$ cat src/rtl/lif_neuron.sv
// rtl/lif_neuron.sv - leaky integrate-and-fire neuron with refractory period
// Leak stage is present only when LIF_LEAK_EN is defined; otherwise pure integrate-and-fire.
module lif_neuron #(
  parameter int                      VW         = 16,
  parameter int                      MW         = 24,
  parameter logic signed [MW-1:0]    THRESH     = 1000,
  parameter logic signed [MW-1:0]    V_RESET    = 0,
  parameter int                      LEAK_SHIFT = 4,
  parameter int                      REFRAC     = 2
) (
  input  logic                 clk,
  input  logic                 rst_n,
  input  logic                 in_valid,
  input  logic signed [VW-1:0] v_in,
  input  logic                 step,
  output logic                 spike_out,
  output logic signed [MW-1:0] membrane,
  output logic                 refrac_busy
);

  localparam logic [0:0] ST_INTEG   = 1'b0;
  localparam logic [0:0] ST_REFRACT = 1'b1;
  localparam int CW = (REFRAC < 2) ? 1 : $clog2(REFRAC + 1);
  localparam logic [CW-1:0] REFRAC_C = CW'(REFRAC);
  localparam logic [CW-1:0] CNT_ONE  = CW'(1);

  logic [0:0]           state_q, state_d;
  logic signed [MW-1:0] mem_q, mem_d;
  logic [CW-1:0]        cnt_q, cnt_d;
  logic                 spike_q, spike_d;

  logic signed [MW:0]   vin_ext;
  logic signed [MW:0]   mem_ext;
  logic signed [MW:0]   sum_ext;
  logic signed [MW-1:0] sum_sat;
  logic signed [MW-1:0] leaked;
  logic                 fire;

  // One guard bit: overflow shows as disagreement between the top two bits.
  function automatic logic signed [MW-1:0] sat(input logic signed [MW:0] x);
    if (x[MW] != x[MW-1])
      return x[MW] ? $signed({1'b1, {(MW-1){1'b0}}}) : $signed({1'b0, {(MW-1){1'b1}}});
    else
      return x[MW-1:0];
  endfunction

  assign vin_ext = $signed({{(MW+1-VW){v_in[VW-1]}}, v_in});
  assign mem_ext = $signed({mem_q[MW-1], mem_q});
  assign sum_ext = mem_ext + (in_valid ? vin_ext : '0);
  assign sum_sat = sat(sum_ext);

`ifdef LIF_LEAK_EN
  logic signed [MW:0] sum_w;
  assign sum_w  = $signed({sum_sat[MW-1], sum_sat});
  assign leaked = sat(sum_w - (sum_w >>> LEAK_SHIFT));
`else
  logic unused_leak_shift;
  assign unused_leak_shift = ^LEAK_SHIFT;
  assign leaked = sum_sat;
`endif

  // A fire is held off while the previous spike is still on the output,
  // so back-to-back steps with REFRAC=0 never produce a two-cycle pulse.
  assign fire = (leaked >= THRESH) && !spike_q;

  always_comb begin
    state_d = state_q;
    mem_d   = mem_q;
    cnt_d   = cnt_q;
    spike_d = 1'b0;
    case (state_q)
      ST_INTEG: begin
        if (step) begin
          if (fire) begin
            mem_d   = V_RESET;
            spike_d = 1'b1;
            cnt_d   = REFRAC_C;
            if (REFRAC > 0) state_d = ST_REFRACT;
          end else begin
            mem_d = leaked;
          end
        end else if (in_valid) begin
          mem_d = sum_sat;
        end
      end
      default: begin
        if (step) begin
          cnt_d = cnt_q - CNT_ONE;
          if (cnt_q == CNT_ONE) state_d = ST_INTEG;
        end
      end
    endcase
  end

  always_ff @(posedge clk) begin
    if (!rst_n) begin
      state_q <= ST_INTEG;
      mem_q   <= '0;
      cnt_q   <= '0;
      spike_q <= 1'b0;
    end else begin
      state_q <= state_d;
      mem_q   <= mem_d;
      cnt_q   <= cnt_d;
      spike_q <= spike_d;
    end
  end

  assign spike_out   = spike_q;
  assign membrane    = mem_q;
  assign refrac_busy = (state_q == ST_REFRACT);

endmodule

$ cat config.mk
export PLATFORM = sky130hd
export DESIGN_NAME = lif_neuron
export DESIGN_NICKNAME = d
export VERILOG_FILES = /design/src/rtl/lif_neuron.sv
export SDC_FILE = /design/constraint.sdc
export NUM_CORES = 1
export LEC_CHECK = 0
export CAP_MARGIN = 20
export CORE_AREA = 3 3 77 79
export CTS_CLUSTER_DIAMETER = 40
export CTS_CLUSTER_SIZE = 20
export DETAILED_ROUTE_END_ITERATION = 12
export DIE_AREA = 0 0 80 82
export PLACE_DENSITY = 0.85
export SETUP_SLACK_MARGIN = 0.1
export SLEW_MARGIN = 20
export SYNTH_ARGS = -nofsm -noshare
export SYNTH_HDL_FRONTEND = slang
export SYNTH_SLANG_ARGS = --single-unit
$ cat constraint.sdc
create_clock -name clk -period 5.2 [get_ports clk]
set_clock_uncertainty 0.1 [all_clocks]
set_input_delay 1.04 -clock clk [delete_from_list [all_inputs] [get_ports clk]]
set_output_delay 1.04 -clock clk [all_outputs]
set_load 0.005 [all_outputs]
==> impl_metrics.toml <==
[run_status]
status = "completed"

[yosys]
yosys.area.top_type = "dfxtp_1"
synth_fa_ha_area_frac = 0.0894
ys_seq_elements = 28
avgSynthCellArea_um2 = 7.40
yosys_most_used_dff = "dfxtp_1"
synthDistinctLibCells = 66
synthSimpleGateAreaFrac = 0.276
synth-xor-area-share = 0.0549
async_reset_ff_frac = 0
synth_compound_area_frac = 0.315
synth_area_um2 = 2870
synth_top_family_by_area = "compound AO/OA/AOI/OAI gates"
synth_mux_area_frac = 0.0148
yosys_warnings = 0
synth_edf_count = 0
synth_area_leaders = "dfxtp_1 20%, ha_1 7.8%, nand2_1 6.5%"
yosysSeqAreaShare = 0.195
synthDominantCellAreaShare = 0.195
syn-instance-count = 388
synth_fp_nets = 427

[worst_setup_path]
start_kind = "input port"
cp_max_fo = 16
cp_data_required_time_ns = 5.31
cpPeakStageDelay_ns = 0.47
r2r-end = "membrane[17]"
critical_path_class = "input port to register"
r2r_setup_slack_ns = 1.39
crit_path_cell_trace = "clkdlybuf4s50_1, buf_4, and2_1, ha_1, o21ai_0, nor2_1, a41oi_2, o31a_1, xor2_1, nand4b_1, nor4_1, a31oi_2, or3b_4, buf_12, o21ai_2"
crit_path_end_kind = "register"
ff2ff_path_depth = 14
rr_startpoint = "membrane[0]"
critPathArrivalTime_ns = 4.99
slowest_stage = "nor4_1"

[timing]
hold_viol_final = 0
period_share = 0.937
slew_headroom = 0.460
tightest_slew_ns = 0.810
whs_ns = 0.384
finalMaxSlewViolations = 0
setup_viol = 0
grt_setup_unrepaired = "no"
max_freq_mhz = 205
min_period_ns = 4.87

[final_layout]
final_common_cell = "nand2_1"
antenna_cells = 0
drive_gt1_frac = 0.132
mostFrequentLayoutCells = "50 x nand2_1, 45 x clkdlybuf4s50_1, 28 x dfxtp_1"
nets = 465
area_delta_synth_final_pct = 21.0
filler_cell_count = 474

[die]
die-area_um2 = 6560
core_area_um2 = 5410
rows = 27
dieWidth_um = 80
ioPinCount = 46
start_util = 0.531
fp.dieH_um = 82

[place]
dp_hpwl_um = 6010
io_buffers = 45
globalplace.congestion = 0.944

[drt]
first_iter_violations = 242
via_per_inst = 6.14
avgRoutedWirePerCell_um = 15.6
drtPass1Iterations = 5
final_antenna_net_count = 0
drc = 0
totalWireLength_um = 7780
via_count = 3051

[grt]
grt_pass1_wl_um = 12700
antenna_found_initial = 0
overflow = 0
track_usage = 0.238
grt_pass1_vias = 2794
grt_max_degree = 24

[pwr]
power_mw = 0.989
p_leak_nw = 1.32
vdd_drop_max_uv = 173
p_per_area_nw_per_um2 = 285

[cts]
clk_pin_slew_ns = 0.09
clock_path_buffers = 2
cts_max_level = 1
postCtsSetupRepairBufs = 0
cts_inserted_buffers = 3
clock-sinks = 28
clock_latency_ns = 0.28
clock-root-buffer = "clkbuf_8"
cts_tree = "yes"

[hold_path]
hold_path_end = "membrane[9]"
hp-start = "membrane[9]"
hold_depth = 2
hold_path.class = "register to register"

[job]
maxCapViolCount = 0
[final cells by class]
cell class / instances / area, um2 / share of cell area
multi-input cells: 327 / 2160 / 0.623
flip-flops and latches: 28 / 561 / 0.161
repair buffers: 57 / 553 / 0.159
well taps: 72 / 90.1 / 0.0259
clock buffers: 3 / 41.3 / 0.0119
inverters: 9 / 33.8 / 0.00973
clock inverters: 1 / 30.0 / 0.00865
[cell families (layout without fill, tap and decap cells)]
kind of cell,after synthesis,after routing
xor+xnor,18,18
fa+ha+maj,20,20
simple gates,155,155
compound gates,130,130
flops,28,28
mux,4,4
buf+inv,33,70
[per-stage QoR]
step	std cells	setup slack, ns	area [um2]	util	setup TNS (ns)
2_1_floorplan	388	0.775	2870	-	0
3_3_place_gp	493	0.0531	3390	0.627	0
3_5_place_dp	493	-0.0719	3390	0.627	-1.02
4_1_cts	497	0.190	3460	0.641	0
5_1_grt	497	0.141	3470	0.642	0
6_report	497	0.327	3470	0.642	0
[sequential cells by signal, indices dropped and copies added, names as in the netlist]
register     flops
cnt_q            2
refrac_busy      1
membrane        24
spike_out        1
[power breakdown]
part           internal (mW)  switching, mW  leakage [nW]
Combinational          0.245          0.275          1.06
Clock                  0.103         0.0713        0.0357
Sequential             0.249         0.0464         0.229
Total                  0.597          0.392          1.32
[repair_timing]
action,in CTS,in global routing
resized for setup,0,3
hold buffers,0,0
endpoints found under the setup margin,0,22
[worst max-delay path by stage]
stage	end	startpoint	cells after the start	slack (ns)
after global placement	membrane[8]	in_valid	16	0.05
after global routing	membrane[16]	in_valid	15	0.14
final	membrane[17]	in_valid	15	0.33
after CTS	membrane[17]	in_valid	16	0.19
after floorplan	membrane[1]	in_valid	16	0.77
after detailed placement	membrane[5]	in_valid	16	-0.07
[Yosys cell counts, drive strengths merged (4+ instances only)]
master / n
a211oi: 6
a21o: 5
a21oi: 27
a31oi: 7
and2: 18
and3: 5
buf: 9
clkbuf: 15
dfxtp: 28
ha: 18
inv: 9
nand2: 51
nand2b: 6
nand3: 11
nand4: 6
nor2: 27
nor2b: 5
nor3: 7
o211ai: 6
o21ai: 46
o21bai: 4
o31ai: 4
xnor2: 16
[per-layer routing]
metal | share of wire | routed length (um) | global-route usage
met3 | 0.052 | 407 | 0.0241
met4 | 0.016 | 121 | 0.0574
met5 | 0 | 0 | 0
met1 | 0.44 | 3430 | 0.307
met2 | 0.49 | 3810 | 0.426
[critical path: cells and delay by family]
kind | cells | cell delay, ns
AO/OA/AOI/OAI | 5 | 1.07
AND/OR/NAND/NOR | 5 | 1.47
buffers and inverters | 3 | 0.84
XOR/XNOR | 1 | 0.24
adder cells (fa/ha/maj) | 1 | 0.33
Note: power is estimated with default switching activity, not from simulation.
